`config.mk`:
```
export PLATFORM = sky130hd
export DESIGN_NAME = cache_2way_wb_flat
export DESIGN_NICKNAME = d
export VERILOG_FILES = /design/src/rtl/cache_2way_wb_if.sv /design/src/rtl/cache_2way_wb.sv /design/src/flat_wrapper.sv
export SDC_FILE = /design/constraint.sdc
export NUM_CORES = 2
export LEC_CHECK = 0
export BUFFER_PORTS_ARGS = -buffer_cell sky130_fd_sc_hd__clkbuf_2
export CORE_ASPECT_RATIO = 0.75
export CORE_MARGIN = 2
export CORE_UTILIZATION = 32
export DETAILED_ROUTE_END_ITERATION = 10
export GPL_TIMING_DRIVEN = 1
export PLACE_DENSITY_LB_ADDON = 0.1
export SLEW_MARGIN = 20
export SYNTH_ARGS = -nofsm -noshare
export SYNTH_HDL_FRONTEND = slang
export SYNTH_SLANG_ARGS = --single-unit
```
`constraint.sdc`:
```
create_clock -name clock -period 5.5 [get_ports clock]
set_clock_uncertainty 0.1 [all_clocks]
set_input_delay 0.275 -clock clock [delete_from_list [all_inputs] [get_ports clock]]
set_output_delay 0.275 -clock clock [all_outputs]
set_load 0.05 [all_outputs]
```
`src/rtl/cache_2way_wb_if.sv`:
```
// CPU-side and memory-side bus bundle for cache_2way_wb.
// The slave modport is the cache's view: it serves CPU requests and
// masters the word-wide memory port. The master modport is the
// environment's view (CPU driver plus memory responder).
interface cache_2way_wb_if #(
    parameter int AWIDTH = 16,
    parameter int DWIDTH = 8
);
    logic              cpu_req;
    logic              cpu_we;
    logic [AWIDTH-1:0] cpu_addr;
    logic [DWIDTH-1:0] cpu_wdata;
    logic [DWIDTH-1:0] cpu_rdata;
    logic              cpu_ack;
    logic              cpu_busy;

    logic              mem_req;
    logic              mem_we;
    logic [AWIDTH-1:0] mem_addr;
    logic [DWIDTH-1:0] mem_wdata;
    logic [DWIDTH-1:0] mem_rdata;
    logic              mem_ready;

    modport slave (
        input  cpu_req, cpu_we, cpu_addr, cpu_wdata,
        output cpu_rdata, cpu_ack, cpu_busy,
        output mem_req, mem_we, mem_addr, mem_wdata,
        input  mem_rdata, mem_ready
    );

    modport master (
        output cpu_req, cpu_we, cpu_addr, cpu_wdata,
        input  cpu_rdata, cpu_ack, cpu_busy,
        input  mem_req, mem_we, mem_addr, mem_wdata,
        output mem_rdata, mem_ready
    );
endinterface

```
`src/rtl/cache_2way_wb.sv`:
```
// Two-way set-associative write-back / write-allocate cache controller.
// Address split {tag, index, offset}; line fills and write-backs run as
// per-beat handshaked bursts. One idle cycle separates LOOKUP from the
// first beat; a write-back flows straight into the fill burst.
// Optional feature: define CACHE_PERF_CNT_EN to get hit/miss counters;
// otherwise hit_count/miss_count are tied to zero.
module cache_2way_wb #(
    parameter int AWIDTH    = 16,
    parameter int DWIDTH    = 8,
    parameter int BLOCKSIZE = 4,
    parameter int NUMSETS   = 16
) (
    input  logic                clock,
    input  logic                reset_n,
    cache_2way_wb_if.slave      bus,
    output logic [31:0]         hit_count,
    output logic [31:0]         miss_count
);
    localparam int OFFW = $clog2(BLOCKSIZE);
    localparam int IDXW = $clog2(NUMSETS);
    localparam int TAGW = AWIDTH - OFFW - IDXW;

    typedef enum logic [2:0] {S_IDLE, S_LOOKUP, S_WB, S_FILL, S_RESP} state_t;

    // Storage arrays
    logic [DWIDTH-1:0]  data_q  [2][NUMSETS][BLOCKSIZE];
    logic [TAGW-1:0]    tag_q   [2][NUMSETS];
    logic [NUMSETS-1:0] valid_q [2];
    logic [NUMSETS-1:0] valid_d [2];
    logic [NUMSETS-1:0] dirty_q [2];
    logic [NUMSETS-1:0] dirty_d [2];
    logic [NUMSETS-1:0] lru_q, lru_d;       // way that is least recently used

    // Control and output registers
    state_t             state_q, state_d;
    logic [OFFW-1:0]    beat_q, beat_d;
    logic               victim_q, victim_d;
    logic               req_we_q, req_we_d;
    logic [AWIDTH-1:0]  req_addr_q, req_addr_d;
    logic [DWIDTH-1:0]  req_wdata_q, req_wdata_d;
    logic [DWIDTH-1:0]  cpu_rdata_q, cpu_rdata_d;
    logic               cpu_ack_q, cpu_ack_d;
    logic               cpu_busy_q, cpu_busy_d;
    logic               mem_req_q, mem_req_d;
    logic               mem_we_q, mem_we_d;
    logic [AWIDTH-1:0]  mem_addr_q, mem_addr_d;
    logic [DWIDTH-1:0]  mem_wdata_q, mem_wdata_d;

    // Storage write controls
    logic               dwr_en;
    logic               dwr_way;
    logic [OFFW-1:0]    dwr_ofs;
    logic [DWIDTH-1:0]  dwr_val;
    logic               tag_wr;
    logic               hit_evt, miss_evt;

    // Request address fields
    logic [TAGW-1:0]    req_tag;
    logic [IDXW-1:0]    req_idx;
    logic [OFFW-1:0]    req_off;
    logic               hit0, hit1, hit_way, vsel;
    logic               beat_done, last_beat;
    logic [OFFW-1:0]    beat_nxt;
    logic [TAGW-1:0]    victim_tag;

    assign req_tag    = req_addr_q[AWIDTH-1 -: TAGW];
    assign req_idx    = req_addr_q[OFFW +: IDXW];
    assign req_off    = req_addr_q[OFFW-1:0];
    assign hit0       = valid_q[0][req_idx] && (tag_q[0][req_idx] == req_tag);
    assign hit1       = valid_q[1][req_idx] && (tag_q[1][req_idx] == req_tag);
    assign hit_way    = !hit0;
    assign vsel       = !valid_q[0][req_idx] ? 1'b0 :
                        !valid_q[1][req_idx] ? 1'b1 : lru_q[req_idx];
    assign beat_done  = mem_req_q && bus.mem_ready;
    assign last_beat  = (beat_q == OFFW'(BLOCKSIZE - 1));
    assign beat_nxt   = beat_q + 1'b1;
    assign victim_tag = tag_q[victim_q][req_idx];

    assign bus.cpu_rdata = cpu_rdata_q;
    assign bus.cpu_ack   = cpu_ack_q;
    assign bus.cpu_busy  = cpu_busy_q;
    assign bus.mem_req   = mem_req_q;
    assign bus.mem_we    = mem_we_q;
    assign bus.mem_addr  = mem_addr_q;
    assign bus.mem_wdata = mem_wdata_q;

    // Next-state, registered-output and storage-update logic of the controller
    always_comb begin
        state_d     = state_q;
        beat_d      = beat_q;
        victim_d    = victim_q;
        req_we_d    = req_we_q;
        req_addr_d  = req_addr_q;
        req_wdata_d = req_wdata_q;
        cpu_rdata_d = cpu_rdata_q;
        cpu_ack_d   = cpu_ack_q;
        cpu_busy_d  = cpu_busy_q;
        mem_req_d   = mem_req_q;
        mem_we_d    = mem_we_q;
        mem_addr_d  = mem_addr_q;
        mem_wdata_d = mem_wdata_q;
        valid_d     = valid_q;
        dirty_d     = dirty_q;
        lru_d       = lru_q;
        dwr_en      = 1'b0;
        dwr_way     = 1'b0;
        dwr_ofs     = req_off;
        dwr_val     = req_wdata_q;
        tag_wr      = 1'b0;
        hit_evt     = 1'b0;
        miss_evt    = 1'b0;

        case (state_q)
            S_IDLE: begin
                if (bus.cpu_req && !cpu_busy_q) begin
                    req_we_d    = bus.cpu_we;
                    req_addr_d  = bus.cpu_addr;
                    req_wdata_d = bus.cpu_wdata;
                    cpu_busy_d  = 1'b1;
                    state_d     = S_LOOKUP;
                end
            end
            S_LOOKUP: begin
                if (hit0 || hit1) begin
                    hit_evt        = 1'b1;
                    lru_d[req_idx] = ~hit_way;
                    if (req_we_q) begin
                        dwr_en                    = 1'b1;
                        dwr_way                   = hit_way;
                        dirty_d[hit_way][req_idx] = 1'b1;
                    end else begin
                        cpu_rdata_d = data_q[hit_way][req_idx][req_off];
                    end
                    cpu_ack_d = 1'b1;
                    state_d   = S_RESP;
                end else begin
                    miss_evt = 1'b1;
                    victim_d = vsel;
                    beat_d   = '0;
                    state_d  = (valid_q[vsel][req_idx] && dirty_q[vsel][req_idx]) ? S_WB : S_FILL;
                end
            end
            S_WB: begin
                if (!mem_req_q) begin
                    mem_req_d   = 1'b1;
                    mem_we_d    = 1'b1;
                    mem_addr_d  = {victim_tag, req_idx, beat_q};
                    mem_wdata_d = data_q[victim_q][req_idx][beat_q];
                end else if (beat_done) begin
                    if (last_beat) begin
                        beat_d     = '0;
                        mem_we_d   = 1'b0;
                        mem_addr_d = {req_tag, req_idx, {OFFW{1'b0}}};
                        state_d    = S_FILL;
                    end else begin
                        beat_d      = beat_nxt;
                        mem_addr_d  = {victim_tag, req_idx, beat_nxt};
                        mem_wdata_d = data_q[victim_q][req_idx][beat_nxt];
                    end
                end
            end
            S_FILL: begin
                if (!mem_req_q) begin
                    mem_req_d  = 1'b1;
                    mem_we_d   = 1'b0;
                    mem_addr_d = {req_tag, req_idx, beat_q};
                end else if (beat_done) begin
                    // A write miss merges its word as that beat lands
                    dwr_en  = 1'b1;
                    dwr_way = victim_q;
                    dwr_ofs = beat_q;
                    dwr_val = (req_we_q && beat_q == req_off) ? req_wdata_q : bus.mem_rdata;
                    if (last_beat) begin
                        mem_req_d                  = 1'b0;
                        beat_d                     = '0;
                        tag_wr                     = 1'b1;
                        valid_d[victim_q][req_idx] = 1'b1;
                        dirty_d[victim_q][req_idx] = req_we_q;
                        lru_d[req_idx]             = ~victim_q;
                        if (!req_we_q) begin
                            cpu_rdata_d = (beat_q == req_off) ? bus.mem_rdata
                                                              : data_q[victim_q][req_idx][req_off];
                        end
                        cpu_ack_d = 1'b1;
                        state_d   = S_RESP;
                    end else begin
                        beat_d     = beat_nxt;
                        mem_addr_d = {req_tag, req_idx, beat_nxt};
                    end
                end
            end
            S_RESP: begin
                cpu_ack_d  = 1'b0;
                cpu_busy_d = 1'b0;
                state_d    = S_IDLE;
            end
            default: state_d = S_IDLE;
        endcase
    end

    // Control state, bus outputs and line status bits; reset aborts any burst
    always_ff @(posedge clock or negedge reset_n) begin
        if (!reset_n) begin
            state_q     <= S_IDLE;
            beat_q      <= '0;
            victim_q    <= 1'b0;
            req_we_q    <= 1'b0;
            req_addr_q  <= '0;
            req_wdata_q <= '0;
            cpu_rdata_q <= '0;
            cpu_ack_q   <= 1'b0;
            cpu_busy_q  <= 1'b0;
            mem_req_q   <= 1'b0;
            mem_we_q    <= 1'b0;
            mem_addr_q  <= '0;
            mem_wdata_q <= '0;
            valid_q     <= '{default: '0};
            dirty_q     <= '{default: '0};
            lru_q       <= '0;
        end else begin
            state_q     <= state_d;
            beat_q      <= beat_d;
            victim_q    <= victim_d;
            req_we_q    <= req_we_d;
            req_addr_q  <= req_addr_d;
            req_wdata_q <= req_wdata_d;
            cpu_rdata_q <= cpu_rdata_d;
            cpu_ack_q   <= cpu_ack_d;
            cpu_busy_q  <= cpu_busy_d;
            mem_req_q   <= mem_req_d;
            mem_we_q    <= mem_we_d;
            mem_addr_q  <= mem_addr_d;
            mem_wdata_q <= mem_wdata_d;
            valid_q     <= valid_d;
            dirty_q     <= dirty_d;
            lru_q       <= lru_d;
        end
    end

    // Data and tag arrays; contents are qualified by valid so need no reset
    always_ff @(posedge clock) begin
        if (dwr_en) begin
            data_q[dwr_way][req_idx][dwr_ofs] <= dwr_val;
        end
        if (tag_wr) begin
            tag_q[victim_q][req_idx] <= req_tag;
        end
    end

`ifdef CACHE_PERF_CNT_EN
    logic [31:0] hit_count_q, hit_count_d;
    logic [31:0] miss_count_q, miss_count_d;

    // Free-running wrap-around event counters
    always_comb begin
        hit_count_d  = hit_count_q + {31'd0, hit_evt};
        miss_count_d = miss_count_q + {31'd0, miss_evt};
    end

    // Counter registers
    always_ff @(posedge clock or negedge reset_n) begin
        if (!reset_n) begin
            hit_count_q  <= '0;
            miss_count_q <= '0;
        end else begin
            hit_count_q  <= hit_count_d;
            miss_count_q <= miss_count_d;
        end
    end

    assign hit_count  = hit_count_q;
    assign miss_count = miss_count_q;
`else
    logic unused_evt;
    assign unused_evt = hit_evt | miss_evt;
    assign hit_count  = '0;
    assign miss_count = '0;
`endif
endmodule

```
`src/flat_wrapper.sv`:
```
// flat-port wrapper written by rule: the top's interface ports become plain ports
module cache_2way_wb_flat 
#(
    parameter int AWIDTH    = 16,
    parameter int DWIDTH    = 8,
    parameter int BLOCKSIZE = 4,
    parameter int NUMSETS   = 16
)
  (clock, reset_n, hit_count, miss_count, bus_cpu_req, bus_cpu_we, bus_cpu_addr, bus_cpu_wdata, bus_cpu_rdata, bus_cpu_ack, bus_cpu_busy, bus_mem_req, bus_mem_we, bus_mem_addr, bus_mem_wdata, bus_mem_rdata, bus_mem_ready);
  cache_2way_wb_if #(.AWIDTH(AWIDTH), .DWIDTH(DWIDTH)) bus_i ();
  input  logic clock;
  input  logic reset_n;
  output logic [31:0] hit_count;
  output logic [31:0] miss_count;
  input wire logic [$bits(bus_i.cpu_req)-1:0] bus_cpu_req;
  input wire logic [$bits(bus_i.cpu_we)-1:0] bus_cpu_we;
  input wire logic [$bits(bus_i.cpu_addr)-1:0] bus_cpu_addr;
  input wire logic [$bits(bus_i.cpu_wdata)-1:0] bus_cpu_wdata;
  output wire logic [$bits(bus_i.cpu_rdata)-1:0] bus_cpu_rdata;
  output wire logic [$bits(bus_i.cpu_ack)-1:0] bus_cpu_ack;
  output wire logic [$bits(bus_i.cpu_busy)-1:0] bus_cpu_busy;
  output wire logic [$bits(bus_i.mem_req)-1:0] bus_mem_req;
  output wire logic [$bits(bus_i.mem_we)-1:0] bus_mem_we;
  output wire logic [$bits(bus_i.mem_addr)-1:0] bus_mem_addr;
  output wire logic [$bits(bus_i.mem_wdata)-1:0] bus_mem_wdata;
  input wire logic [$bits(bus_i.mem_rdata)-1:0] bus_mem_rdata;
  input wire logic [$bits(bus_i.mem_ready)-1:0] bus_mem_ready;
  assign bus_i.cpu_req = bus_cpu_req;
  assign bus_i.cpu_we = bus_cpu_we;
  assign bus_i.cpu_addr = bus_cpu_addr;
  assign bus_i.cpu_wdata = bus_cpu_wdata;
  assign bus_cpu_rdata = bus_i.cpu_rdata;
  assign bus_cpu_ack = bus_i.cpu_ack;
  assign bus_cpu_busy = bus_i.cpu_busy;
  assign bus_mem_req = bus_i.mem_req;
  assign bus_mem_we = bus_i.mem_we;
  assign bus_mem_addr = bus_i.mem_addr;
  assign bus_mem_wdata = bus_i.mem_wdata;
  assign bus_i.mem_rdata = bus_mem_rdata;
  assign bus_i.mem_ready = bus_mem_ready;
  cache_2way_wb #(.AWIDTH(AWIDTH), .DWIDTH(DWIDTH), .BLOCKSIZE(BLOCKSIZE), .NUMSETS(NUMSETS)) u_core (.clock(clock), .reset_n(reset_n), .bus(bus_i), .hit_count(hit_count), .miss_count(miss_count));
endmodule
```
==> metrics <==
placeable core region=0.2115 mm^2; max-cap viol count=0; Worst path most repeated cell=buf_4; area grow syn2layout=18.02%; routed vias=42490; largest area contributor in the netlist=edfxtp_1; DRT Pass-1 Iters=6; CP endpoint kind=flop; VDD IR max=around 520 uV; worst flop-to-flop path startpoint=u_core.req_addr_q[2]; Critical Path Start Type=flop; largest net degree at the start of global routing=119; synth unique cells=80; Power Dens Cells=564.0 mW/mm^2; critical path, cell by cell=buf_12 -> mux4_2 -> mux2_2 -> mux2i_1 -> nand3_1 -> or4_4 -> nor4_4 -> buf_12 -> buf_4 -> mux2i_1 -> a2111oi_0 -> buf_4 -> nor4_1 -> buf_4 -> a211o_1 -> a32oi_1; remaining antenna violation count=0; Placement Cell Area=0.07474 mm^2; Yosys warning count=0; Tcrit/Tclk final=98.67%; Worst R2R End=u_core.bus.cpu_rdata[6]; wire per inst=32.10 um; slowest CP cell=nor4_1; Root Buffer=clkbuf_16; port bufs=~70; vias in the first global route=40970; Yosys top cell area share=59.19%; Critical Path RT=~6.1 ns; Hold WS=roughly 0.08 ns; gr usage total=~22%; relative slew slack=a little over a quarter; Placed Cells=7350; Setup-failing EPs final=0; clock buffer count from CTS=169; commonest non-fill, non-tap cell in the layout=edfxtp_1; std cell rows=146; min Tclk post-route=5.427 ns; part of the power in combinational logic=a little over two fifths; initial drt markers=approximately 5000; power share of the sequential group=between 30% and 40%; CP arrival=6.01 ns; total clock sinks=1491; Max Root-Sink Buffers=4; Layout Nets=4778; final hold viol count=0; most frequent cells in the layout=edfxtp_1, mux4_2, buf_4, mux2i_1, nand2_1; clock power share=24.7%; Max stage delay on crit path=0.79 ns; first-pass GRT wire length=around 340 mm; Pint=27.58 mW; vias per cell=5.530; hold_sp=bus_mem_rdata[0]; sequential-to-total area share from yosys stat=64.59%; # IOs=137; GRT overflow=0; worst reg2reg setup slack=0.07 ns; FILL cells=19760; clock-pin slew on the worst setup and hold paths=approximately 0.06 ns; FFs w/ async S/R, synth=under 10%; synthesized area=0.06818 mm^2; drt drc=0; R2R cell count=16; Syn Area/Cell=15.82 um^2; CP Max Fanout=14; outcome=completed; antenna violations before repair=20; critical path class=reg2reg; drt total wl=246.6 mm; Synth area leaders=edfxtp_1, mux4_2, mux2i_1; multi-input combinational cell area=0.02256 mm^2; initial core utilization=32.23%; share of cells above drive strength 1=27.85%; FF+latch count, synth=1491; fmax=0.1843 GHz; Sw Pwr=17.80 mW; Final HPWL DP=~170 mm; Worst Max-Slew Pin Slew=1.102 ns; H-Tree Depth=4; RePlAce Congestion=0.8628; worst setup path end=u_core.bus.cpu_rdata[6]; Skew-Pair Late Insertion Delay=0.83 ns; max-slew violations=0; Post-Syn Instances=4309; Finished Layout Cells=7683; CTS tree=yes; Final Cell Area=between 0.08 and 0.09 mm^2; HP Class=in2reg; RSZ-0062 raised after global routing=false; Critical path origin=u_core.req_addr_q[2]; Seq. cell area=0.04406 mm^2; switching part of the total=39.23%; Lkg Pwr=27.64 nW; Post-synth EDFFs=1344; Die Span Y=403.7 um; Synth Flop Type=edfxtp_1; full die area=0.2168 mm^2; Chip Width=537.0 um
layer usage:
metal / vias to the layer above / track usage [%] / part of all wire [%]
li1: 17820 / - / -
met2: 1754 / 31.60 / 42
met3: 248 / 4.127 / 7.7
met4: 0 / 4.135 / 1.7
met1: 22670 / 35.78 / 49
met5: - / 0 / 0
synthesized netlist by cell type, drive strengths merged, types with 12 or more instances:
cell and number:
a211o 13, a211oi 12, a21oi 217, a22oi 17, a31oi 52, a32oi 12, and3 31, buf 218
clkbuf 149, dfrtp 147, edfxtp 1344, inv 21, mux2 97, mux2i 403, mux4 406, nand2 377
nand2b 17, nand3 32, nand4 16, nor2 316, nor3 19, nor4 15, o211ai 12, o21ai 89
o22ai 82, o31ai 23, or2 34, xnor2 21
power groups by stage:
stage / logic, mW / clock network (mW) / registers (mW)
floorplan: 10.4 / 0 / 15.5
global placement: 18.9 / 0 / 15.4
detailed placement: 18.9 / 0 / 15.4
CTS: 19.0 / 11.5 / 15.1
global route: 20.0 / 11.9 / 15.2
finish: 19.1 / 11.2 / 15.1
worst min path at each step:
stage,endpoint,cells after the start
floorplan,u_core.beat_q[0],0
global placement,u_core.req_addr_q[5],1
detailed placement,u_core.req_addr_q[10],1
CTS,u_core.data_q[0][324],2
global route,u_core.data_q[1][356],2
finish,u_core.bus.cpu_rdata[0],5
worst max-delay path: cells and delay by family (launching register included):
kind            cells  cell delay (ns)
flops               1             0.66
simple gates        4             1.72
compound gates      3             0.27
mux                 4             1.48
buf+inv             5             1.03
cell families (layout without fill, tap and decap cells):
kind of cell | after synthesis | in the layout | share of synthesized area, %
flip-flops | 1491 | 1491 | 64.59
multiplexers | 906 | 906 | 20.94
AND/OR/NAND/NOR | 886 | 886 | 5.627
AO/OA/AOI/OAI | 612 | 612 | 5.621
buffers and inverters | 388 | 882 | 2.896
XOR/XNOR | 24 | 24 | 0.3083
adder cells (fa/ha/maj) | 1 | 1 | 0.01835
other | 1 | 69 | 0.005500
metrics by stage:
| step | utilization (%) | setup slack [ns] | setup TNS, ns | power [mW] |
|---|---|---|---|---|
| final | 38.04 | 0.07292 | 0 | 45.38 |
| after global routing | 38.03 | 0.002543 | 0 | 47.07 |
| after CTS | 38.02 | 0.01166 | 0 | 45.56 |
| after detailed placement | 35.33 | -0.1362 | -1.644 | 34.26 |
| after global placement | 35.33 | -0.3548 | -1.114 | 34.25 |
| after floorplan | - | 0.9862 | 0 | 25.90 |
repair_timing:
action / in CTS / in global routing
endpoints found under the setup margin: 33 / 31
buffers inserted: 0 / 1
endpoints found under the hold margin: 178 / 0
hold buffers: 30 / 0
gates resized for setup: 8 / 2
cloned: 0 / 0
flip-flops by register name (all words and copies together), names as in the netlist, 16 cells and up:
signal / cells
u_core.data_q: 1024
u_core.tag_q: 320
u_core.dirty_q: 32
u_core.valid_q: 32
u_core.bus.mem_addr: 16
u_core.lru_q: 16
u_core.req_addr_q: 16
cell type report:
class                           instances  area share, %
Clock buffer                          213          5.576
Inverter                               21         0.1120
Clock inverter                         84          1.059
Sequential cell                      1491          54.75
Timing Repair Buffer                  564          6.075
Tap cell                             2812          4.373
Multi-Input combinational cell       2493          28.04
Antenna cell                            5        0.01555
No activity file was read; power rests on OpenSTA's default activity.
